$ cat config.mk
export PLATFORM = sky130hd
export DESIGN_NAME = alu_iterative_flat
export DESIGN_NICKNAME = d
export VERILOG_FILES = /design/src/rtl/alu_iterative_if.sv /design/src/rtl/alu_iterative.sv /design/src/flat_wrapper.sv
export SDC_FILE = /design/constraint.sdc
export NUM_CORES = 1
export LEC_CHECK = 0
export CORE_UTILIZATION = 64
export DETAILED_ROUTE_END_ITERATION = 6
export PLACE_DENSITY = 0.88
export SETUP_SLACK_MARGIN = 0.1
export SLEW_MARGIN = 20
export SYNTH_ARGS = -nofsm -noshare
export SYNTH_HDL_FRONTEND = slang
export SYNTH_SLANG_ARGS = --single-unit
$ cat constraint.sdc
create_clock -name Clock -period 8.2 [get_ports Clock]
set_input_delay 1.23 -clock Clock [delete_from_list [all_inputs] [get_ports Clock]]
set_output_delay 1.23 -clock Clock [all_outputs]
set_load 0.05 [all_outputs]
$ cat src/rtl/alu_iterative_if.sv
// alu_iterative operand/result bus.
// Master drives the operation request, slave returns status and result.
interface alu_iterative_if #(
  parameter int WIDTH = 16,
  parameter int SHW   = $clog2(WIDTH) + 1
);
  logic [WIDTH-1:0] A;
  logic [WIDTH-1:0] B;
  logic [4:0]       FunSel;
  logic [SHW-1:0]   ShAmt;
  logic             WF;
  logic             Start;
  logic             Busy;
  logic             Done;
  logic [WIDTH-1:0] ALUOut;
  logic [3:0]       FlagsOut;

  modport master (
    output A, B, FunSel, ShAmt, WF, Start,
    input  Busy, Done, ALUOut, FlagsOut
  );

  modport slave (
    input  A, B, FunSel, ShAmt, WF, Start,
    output Busy, Done, ALUOut, FlagsOut
  );
endinterface

$ cat src/rtl/alu_iterative.sv
// Registered ALU, full/half width, shifts/rotates one bit per cycle.
// FlagsOut is the {Z,C,N,O} architectural flag register.
module alu_iterative #(
  parameter int WIDTH = 16,
  parameter int SHW   = $clog2(WIDTH) + 1
) (
  input logic            Clock,
  input logic            Reset,
  alu_iterative_if.slave bus
);
  localparam int H = WIDTH / 2;

  typedef enum logic {S_IDLE, S_EXEC} state_t;

  state_t           r_state, w_nxt;
  logic [WIDTH-1:0] r_a, r_b, r_work, r_out;
  logic [4:0]       r_fun;
  logic [SHW-1:0]   r_cnt;
  logic             r_wf, r_c, r_done;
  logic [3:0]       r_flags;

  logic             w_full, w_shift, w_accept, w_fin;
  logic             w_cy, w_ov, w_stc;
  logic [3:0]       w_op, w_flags;
  logic [WIDTH-1:0] w_mask, w_top, w_am, w_bm, w_wm;
  logic [WIDTH-1:0] w_res, w_step;
  logic [WIDTH:0]   w_sum;

  function automatic logic msb(
    input logic [WIDTH-1:0] x,
    input logic             full
  );
    return full ? x[WIDTH-1] : x[H-1];
  endfunction

  // operating-width masks and truncated operands
  always_comb begin
    w_full  = r_fun[4];
    w_op    = r_fun[3:0];
    w_shift = (w_op >= 4'hB);
    w_mask  = w_full ? {WIDTH{1'b1}}
                     : {{(WIDTH-H){1'b0}}, {H{1'b1}}};
    w_top   = w_full ? {1'b1, {(WIDTH-1){1'b0}}}
                     : {{(WIDTH-H){1'b0}}, 1'b1, {(H-1){1'b0}}};
    w_am    = r_a & w_mask;
    w_bm    = r_b & w_mask;
    w_wm    = r_work & w_mask;
  end

  // one bit step of the working register, carry as the extra bit
  always_comb begin
    w_step = w_wm;
    w_stc  = r_c;
    case (w_op)
      4'hB: begin
        w_stc  = msb(w_wm, w_full);
        w_step = (w_wm << 1) & w_mask;
      end
      4'hC: begin
        w_stc  = w_wm[0];
        w_step = w_wm >> 1;
      end
      4'hD: begin
        w_stc  = w_wm[0];
        w_step = (w_wm >> 1)
               | (msb(w_wm, w_full) ? w_top : '0);
      end
      4'hE: begin
        w_stc  = msb(w_wm, w_full);
        w_step = ((w_wm << 1) & w_mask)
               | {{(WIDTH-1){1'b0}}, r_c};
      end
      4'hF: begin
        w_stc  = w_wm[0];
        w_step = (w_wm >> 1) | (r_c ? w_top : '0);
      end
      default: ;
    endcase
  end

  // result, carry and overflow for the latched opcode
  always_comb begin
    w_sum = '0;
    w_res = '0;
    w_cy  = r_flags[2];
    w_ov  = r_flags[0];
    case (w_op)
      4'h0: w_res = w_am;
      4'h1: w_res = w_bm;
      4'h2: w_res = ~r_a & w_mask;
      4'h3: w_res = ~r_b & w_mask;
      4'h4, 4'h5, 4'h6: begin
        if (w_op == 4'h6)
          w_sum = {1'b0, w_am} + {1'b0, ~r_b & w_mask}
                + (WIDTH+1)'(1);
        else
          w_sum = {1'b0, w_am} + {1'b0, w_bm}
                + {{WIDTH{1'b0}}, (w_op == 4'h5) & r_c};
        w_res = w_sum[WIDTH-1:0] & w_mask;
        w_cy  = w_full ? w_sum[WIDTH] : w_sum[H];
        if (w_op == 4'h6)
          w_ov = (msb(w_am, w_full) != msb(w_bm, w_full))
               & (msb(w_res, w_full) != msb(w_am, w_full));
        else
          w_ov = (msb(w_am, w_full) == msb(w_bm, w_full))
               & (msb(w_res, w_full) != msb(w_am, w_full));
      end
      4'h7: w_res = w_am & w_bm;
      4'h8: w_res = w_am | w_bm;
      4'h9: w_res = w_am ^ w_bm;
      4'hA: w_res = ~(w_am & w_bm) & w_mask;
      default: begin
        w_res = (r_cnt == '0) ? w_wm : w_step;
        w_cy  = (r_cnt == '0) ? r_c : w_stc;
      end
    endcase
  end

  // flag vector written at completion
  always_comb begin
    w_flags[3] = (w_res == '0);
    w_flags[2] = w_cy;
    w_flags[1] = (w_op == 4'hC) ? 1'b0
               : (w_op == 4'hE) ? r_flags[1]
               : msb(w_res, w_full);
    w_flags[0] = w_ov;
  end

  // next state: accept in IDLE, leave EXEC on the last step
  always_comb begin
    w_nxt    = r_state;
    w_accept = 1'b0;
    w_fin    = 1'b0;
    case (r_state)
      S_IDLE: begin
        if (bus.Start) begin
          w_accept = 1'b1;
          w_nxt    = S_EXEC;
        end
      end
      S_EXEC: begin
        if (!w_shift || r_cnt <= SHW'(1)) begin
          w_fin = 1'b1;
          w_nxt = S_IDLE;
        end
      end
      default: w_nxt = S_IDLE;
    endcase
  end

  // state register
  always_ff @(posedge Clock or negedge Reset) begin
    if (!Reset) r_state <= S_IDLE;
    else        r_state <= w_nxt;
  end

  // operand latch, shift iteration and write-back
  always_ff @(posedge Clock or negedge Reset) begin
    if (!Reset) begin
      r_a     <= '0;
      r_b     <= '0;
      r_work  <= '0;
      r_fun   <= '0;
      r_cnt   <= '0;
      r_wf    <= 1'b0;
      r_c     <= 1'b0;
      r_out   <= '0;
      r_flags <= '0;
      r_done  <= 1'b0;
    end else begin
      r_done <= w_fin;
      if (w_accept) begin
        r_a    <= bus.A;
        r_b    <= bus.B;
        r_work <= bus.A;
        r_fun  <= bus.FunSel;
        r_cnt  <= bus.ShAmt;
        r_wf   <= bus.WF;
        r_c    <= r_flags[2];
      end else if (r_state == S_EXEC && !w_fin) begin
        r_work <= w_step;
        r_c    <= w_stc;
        r_cnt  <= r_cnt - SHW'(1);
      end
      if (w_fin) begin
        r_out <= w_res;
        if (r_wf) r_flags <= w_flags;
      end
    end
  end

  assign bus.Busy     = (r_state == S_EXEC);
  assign bus.Done     = r_done;
  assign bus.ALUOut   = r_out;
  assign bus.FlagsOut = r_flags;
endmodule

$ cat src/flat_wrapper.sv
// flat-port wrapper written by rule: the top's interface ports become plain ports
module alu_iterative_flat 
#(
  parameter int WIDTH = 16,
  parameter int SHW   = $clog2(WIDTH) + 1
)
  (Clock, Reset, bus_A, bus_B, bus_FunSel, bus_ShAmt, bus_WF, bus_Start, bus_Busy, bus_Done, bus_ALUOut, bus_FlagsOut);
  alu_iterative_if #(.WIDTH(WIDTH), .SHW(SHW)) bus_i ();
  input logic Clock;
  input logic Reset;
  input wire logic [$bits(bus_i.A)-1:0] bus_A;
  input wire logic [$bits(bus_i.B)-1:0] bus_B;
  input wire logic [$bits(bus_i.FunSel)-1:0] bus_FunSel;
  input wire logic [$bits(bus_i.ShAmt)-1:0] bus_ShAmt;
  input wire logic [$bits(bus_i.WF)-1:0] bus_WF;
  input wire logic [$bits(bus_i.Start)-1:0] bus_Start;
  output wire logic [$bits(bus_i.Busy)-1:0] bus_Busy;
  output wire logic [$bits(bus_i.Done)-1:0] bus_Done;
  output wire logic [$bits(bus_i.ALUOut)-1:0] bus_ALUOut;
  output wire logic [$bits(bus_i.FlagsOut)-1:0] bus_FlagsOut;
  assign bus_i.A = bus_A;
  assign bus_i.B = bus_B;
  assign bus_i.FunSel = bus_FunSel;
  assign bus_i.ShAmt = bus_ShAmt;
  assign bus_i.WF = bus_WF;
  assign bus_i.Start = bus_Start;
  assign bus_Busy = bus_i.Busy;
  assign bus_Done = bus_i.Done;
  assign bus_ALUOut = bus_i.ALUOut;
  assign bus_FlagsOut = bus_i.FlagsOut;
  alu_iterative #(.WIDTH(WIDTH), .SHW(SHW)) u_core (.Clock(Clock), .Reset(Reset), .bus(bus_i));
endmodule
==> metrics <==
drt pass-1 iters=7; main combinational cell family by area after synthesis=compound AO/OA/AOI/OAI gates; vias in the first global route=6,664; final net count=1,080; reg2reg end=u_core.bus.FlagsOut[3]$_DFFE_PN0P_; Synth Area in Simple Gates=23.5%; post-CTS setup buffers=0; reg2reg start=u_core.r_fun[3]$_DFFE_PN0P_; share of cells above drive strength 1=5.78%; Area growth syn-to-layout=13.5%; Syn Std Cell Area=7370 µm²; synth warn=0; Worst Reg-to-Reg Cells=14; Post-Synth XOR/XNOR Area=3.33%; Tcrit/Tclk final=51.8%; hold path cells=2; Yosys cell types=77; WP data required=8470 ps; first-pass GRT wire length=35.3 mm; adder-cell share of the synthesized area=9.30%; Compound-Gate Fraction of Synth Area=24.5%; Mapped Avg Cell Area=7.75 µm²; dominant synthesized flop cell=dfrtp_1; crit start category=flip-flop; initial antenna violation count=0; fin crit period=4250 ps; final WL=22.6 mm; Die Span X=109 µm; gr usage total=39.2%; mux share of post-synthesis cell area=5.47%; synth cell count leaders=nand2_1 (166), dfrtp_1 (82), o21ai_0 (77); floorplan core area=11,000 µm²; Max Freq=235 MHz; Comb power frac=59.0%; crit path kind=reg -> reg; CTS H-tree depth=3; WL/cell=20.0 µm; hpwl dp=16.5 mm; antenna diode count=0; failing checks=design-rule violations; post-synthesis sequential area ratio=27.8%; Yosys top cell area share=27.8%; Arrival @ worst endpoint=4520 ps; RSZ-0062 raised after global routing=false; # port buffers=67; PwrDens=321 nW/µm²; largest net degree at the start of global routing=82; Worst Hold Class=reg -> reg; Chip Height=109 µm; CTS buffer count=9; Critical Path Sink Type=flip-flop; cell taking the most area after synthesis=dfrtp_1; clk_lat worst skew=350 ps; #FFs+latches synth=82; Reg clk slew, reported paths=70 ps; Clock Tree Buf Depth=2; final setup TNS=0 ps; pre-CTS setup slack=4070 ps; crit path max fanout=81; Final Hold Fails=0; clock tree sinks=82; Slew @ Worst Pin=1100 ps; R2R Setup Slk=3950 ps; grt ovf=0; largest cells by area after synthesis=dfrtp_1 (28%), ha_1 (8.5%), nand2_1 (8.5%); hold endpoint=u_core.bus.FlagsOut[0]$_DFFE_PN0P_; Worst Skew=11.9 ps; sequential power share=25.2%; CTS tree=yes; DRC violations left=1; NetSw=1.33 mW; Slew Viols, Final=0; # hold bufs at CTS=0; vias per inst=6.65; Mapped Nets=1,050; most frequent cell after synthesis=nand2_1; Initial Utilization=66.8%; Mapped Cells=951; leakage=3.78 nW; asr flop ratio synth=100%; internal power=1.35 mW; worst IR drop on VDD=0.000285 V; area of the die=12,000 µm²; Clock Power Share=15.9%; Root Driver=clkbuf_16; Routed Antenna Nets=0; total of max-cap violations=0; cts repair resizes=0; I/O pin count=68; EDFF count, synth=0; Hold Crit Start=u_core.bus.FlagsOut[0]$_DFFE_PN0P_; Setup Viol. Count Final=0; DRT iter0 DRCs=976; Max-slew headroom=27.0%; switching fraction of total power=49.6%; Final GP Congestion=1.06; total number of vias=7,491; # rows=38; status=finished with violations; fin worst setup slack=3950 ps
==> flip-flops by register name, indices dropped and copies added, names as in the netlist <==
register,flops
u_core.bus.ALUOut,16
u_core.r_a,16
u_core.r_b,16
u_core.r_work,16
u_core.r_cnt,5
u_core.r_fun,5
u_core.bus.FlagsOut,4
u_core.bus.Busy,1
u_core.bus.Done,1
u_core.r_c,1
u_core.r_wf,1
==> power by group through the flow <==
stage | Combinational, mW | Sequential, mW | Clock, mW
after CTS | 1.54 | 0.669 | 0.428
after global placement | 1.51 | 0.669 | 0
after floorplan | 0.972 | 0.798 | 0
final | 1.58 | 0.675 | 0.426
after global routing | 1.70 | 0.689 | 0.448
after detailed placement | 1.53 | 0.675 | 0
==> area by class of cell <==
cell class | count | area, µm²
repair buffers | 80 | 766
multi-input cells | 760 | 4890
fillers | 847 | 2660
well taps | 140 | 175
flip-flops and latches | 82 | 2050
inverters | 48 | 180
clock inverters | 7 | 78.8
clock buffers | 9 | 225
==> through the flow <==
step / hold slack (ps) / util (%) / power, mW / cells / cell area, µm²
6_report: 472 / 75.9 / 2.68 / 1126 / 8370
3_3_place_gp: 454 / 73.1 / 2.18 / 1110 / 8070
5_1_grt: 509 / 75.9 / 2.84 / 1126 / 8370
3_5_place_dp: 465 / 73.1 / 2.20 / 1110 / 8070
4_1_cts: 481 / 75.9 / 2.64 / 1126 / 8370
2_1_floorplan: 468 / - / 1.77 / 951 / 7370
==> cells by family after synthesis <==
logic type / after synthesis
flip-flops: 82
adder cells (fa/ha/maj): 53
AND/OR/NAND/NOR: 367
multiplexers: 39
AO/OA/AOI/OAI: 273
buffers and inverters: 109
XOR/XNOR: 28
==> critical path, stage by stage, from the launching register on <==
cell,delay (ps)
dfrtp_2,340
buf_4,670
nor2b_1,240
nand4b_1,190
fa_1,210
inv_1,60
fa_1,400
xor2_1,160
o211ai_1,160
a21oi_1,80
or4_1,600
nor3_1,240
nand4_1,170
or4_1,440
o31ai_2,180
==> how the worst max path moves through the flow <==
stage                                            from                            endpoint  slack, ps  depth (start not counted)
after floorplan           u_core.r_fun[0]$_DFFE_PN0P_  u_core.bus.FlagsOut[3]$_DFFE_PN0P_       4540                         17
after global placement    u_core.r_fun[3]$_DFFE_PN0P_  u_core.bus.FlagsOut[3]$_DFFE_PN0P_       4200                         14
after detailed placement  u_core.r_fun[3]$_DFFE_PN0P_  u_core.bus.FlagsOut[3]$_DFFE_PN0P_       4070                         14
after CTS                 u_core.r_fun[3]$_DFFE_PN0P_  u_core.bus.FlagsOut[3]$_DFFE_PN0P_       4050                         14
after global routing      u_core.r_fun[3]$_DFFE_PN0P_  u_core.bus.FlagsOut[3]$_DFFE_PN0P_       3710                         15
final                     u_core.r_fun[3]$_DFFE_PN0P_  u_core.bus.FlagsOut[3]$_DFFE_PN0P_       3950                         14
==> cell usage in the layout (no fill, tap or decap), types with 9 or more instances in the layout <==
master	n
a211oi_1	14
nand3_1	18
xnor2_1	12
nand2_1	166
nand2b_1	18
nor3b_1	9
o211ai_1	17
mux2_2	10
dfrtp_1	81
clkbuf_16	9
nor3_1	24
ha_1	50
o21ai_0	77
a21oi_1	61
xor2_1	16
clkdlybuf4s50_1	66
inv_1	47
nor2_1	66
mux2i_1	29
buf_4	14
==> metal layers <==
layer  track usage [%]  vias to the layer above  share of wire (%)
li1                  -                     3469                  -
met1              56.4                     3470                 42
met2              58.2                      496                 44
met3              7.94                       56                 12
met4              13.4                        0                2.2
met5                 0                        -                  0
Note: power is estimated with default switching activity, not from simulation.
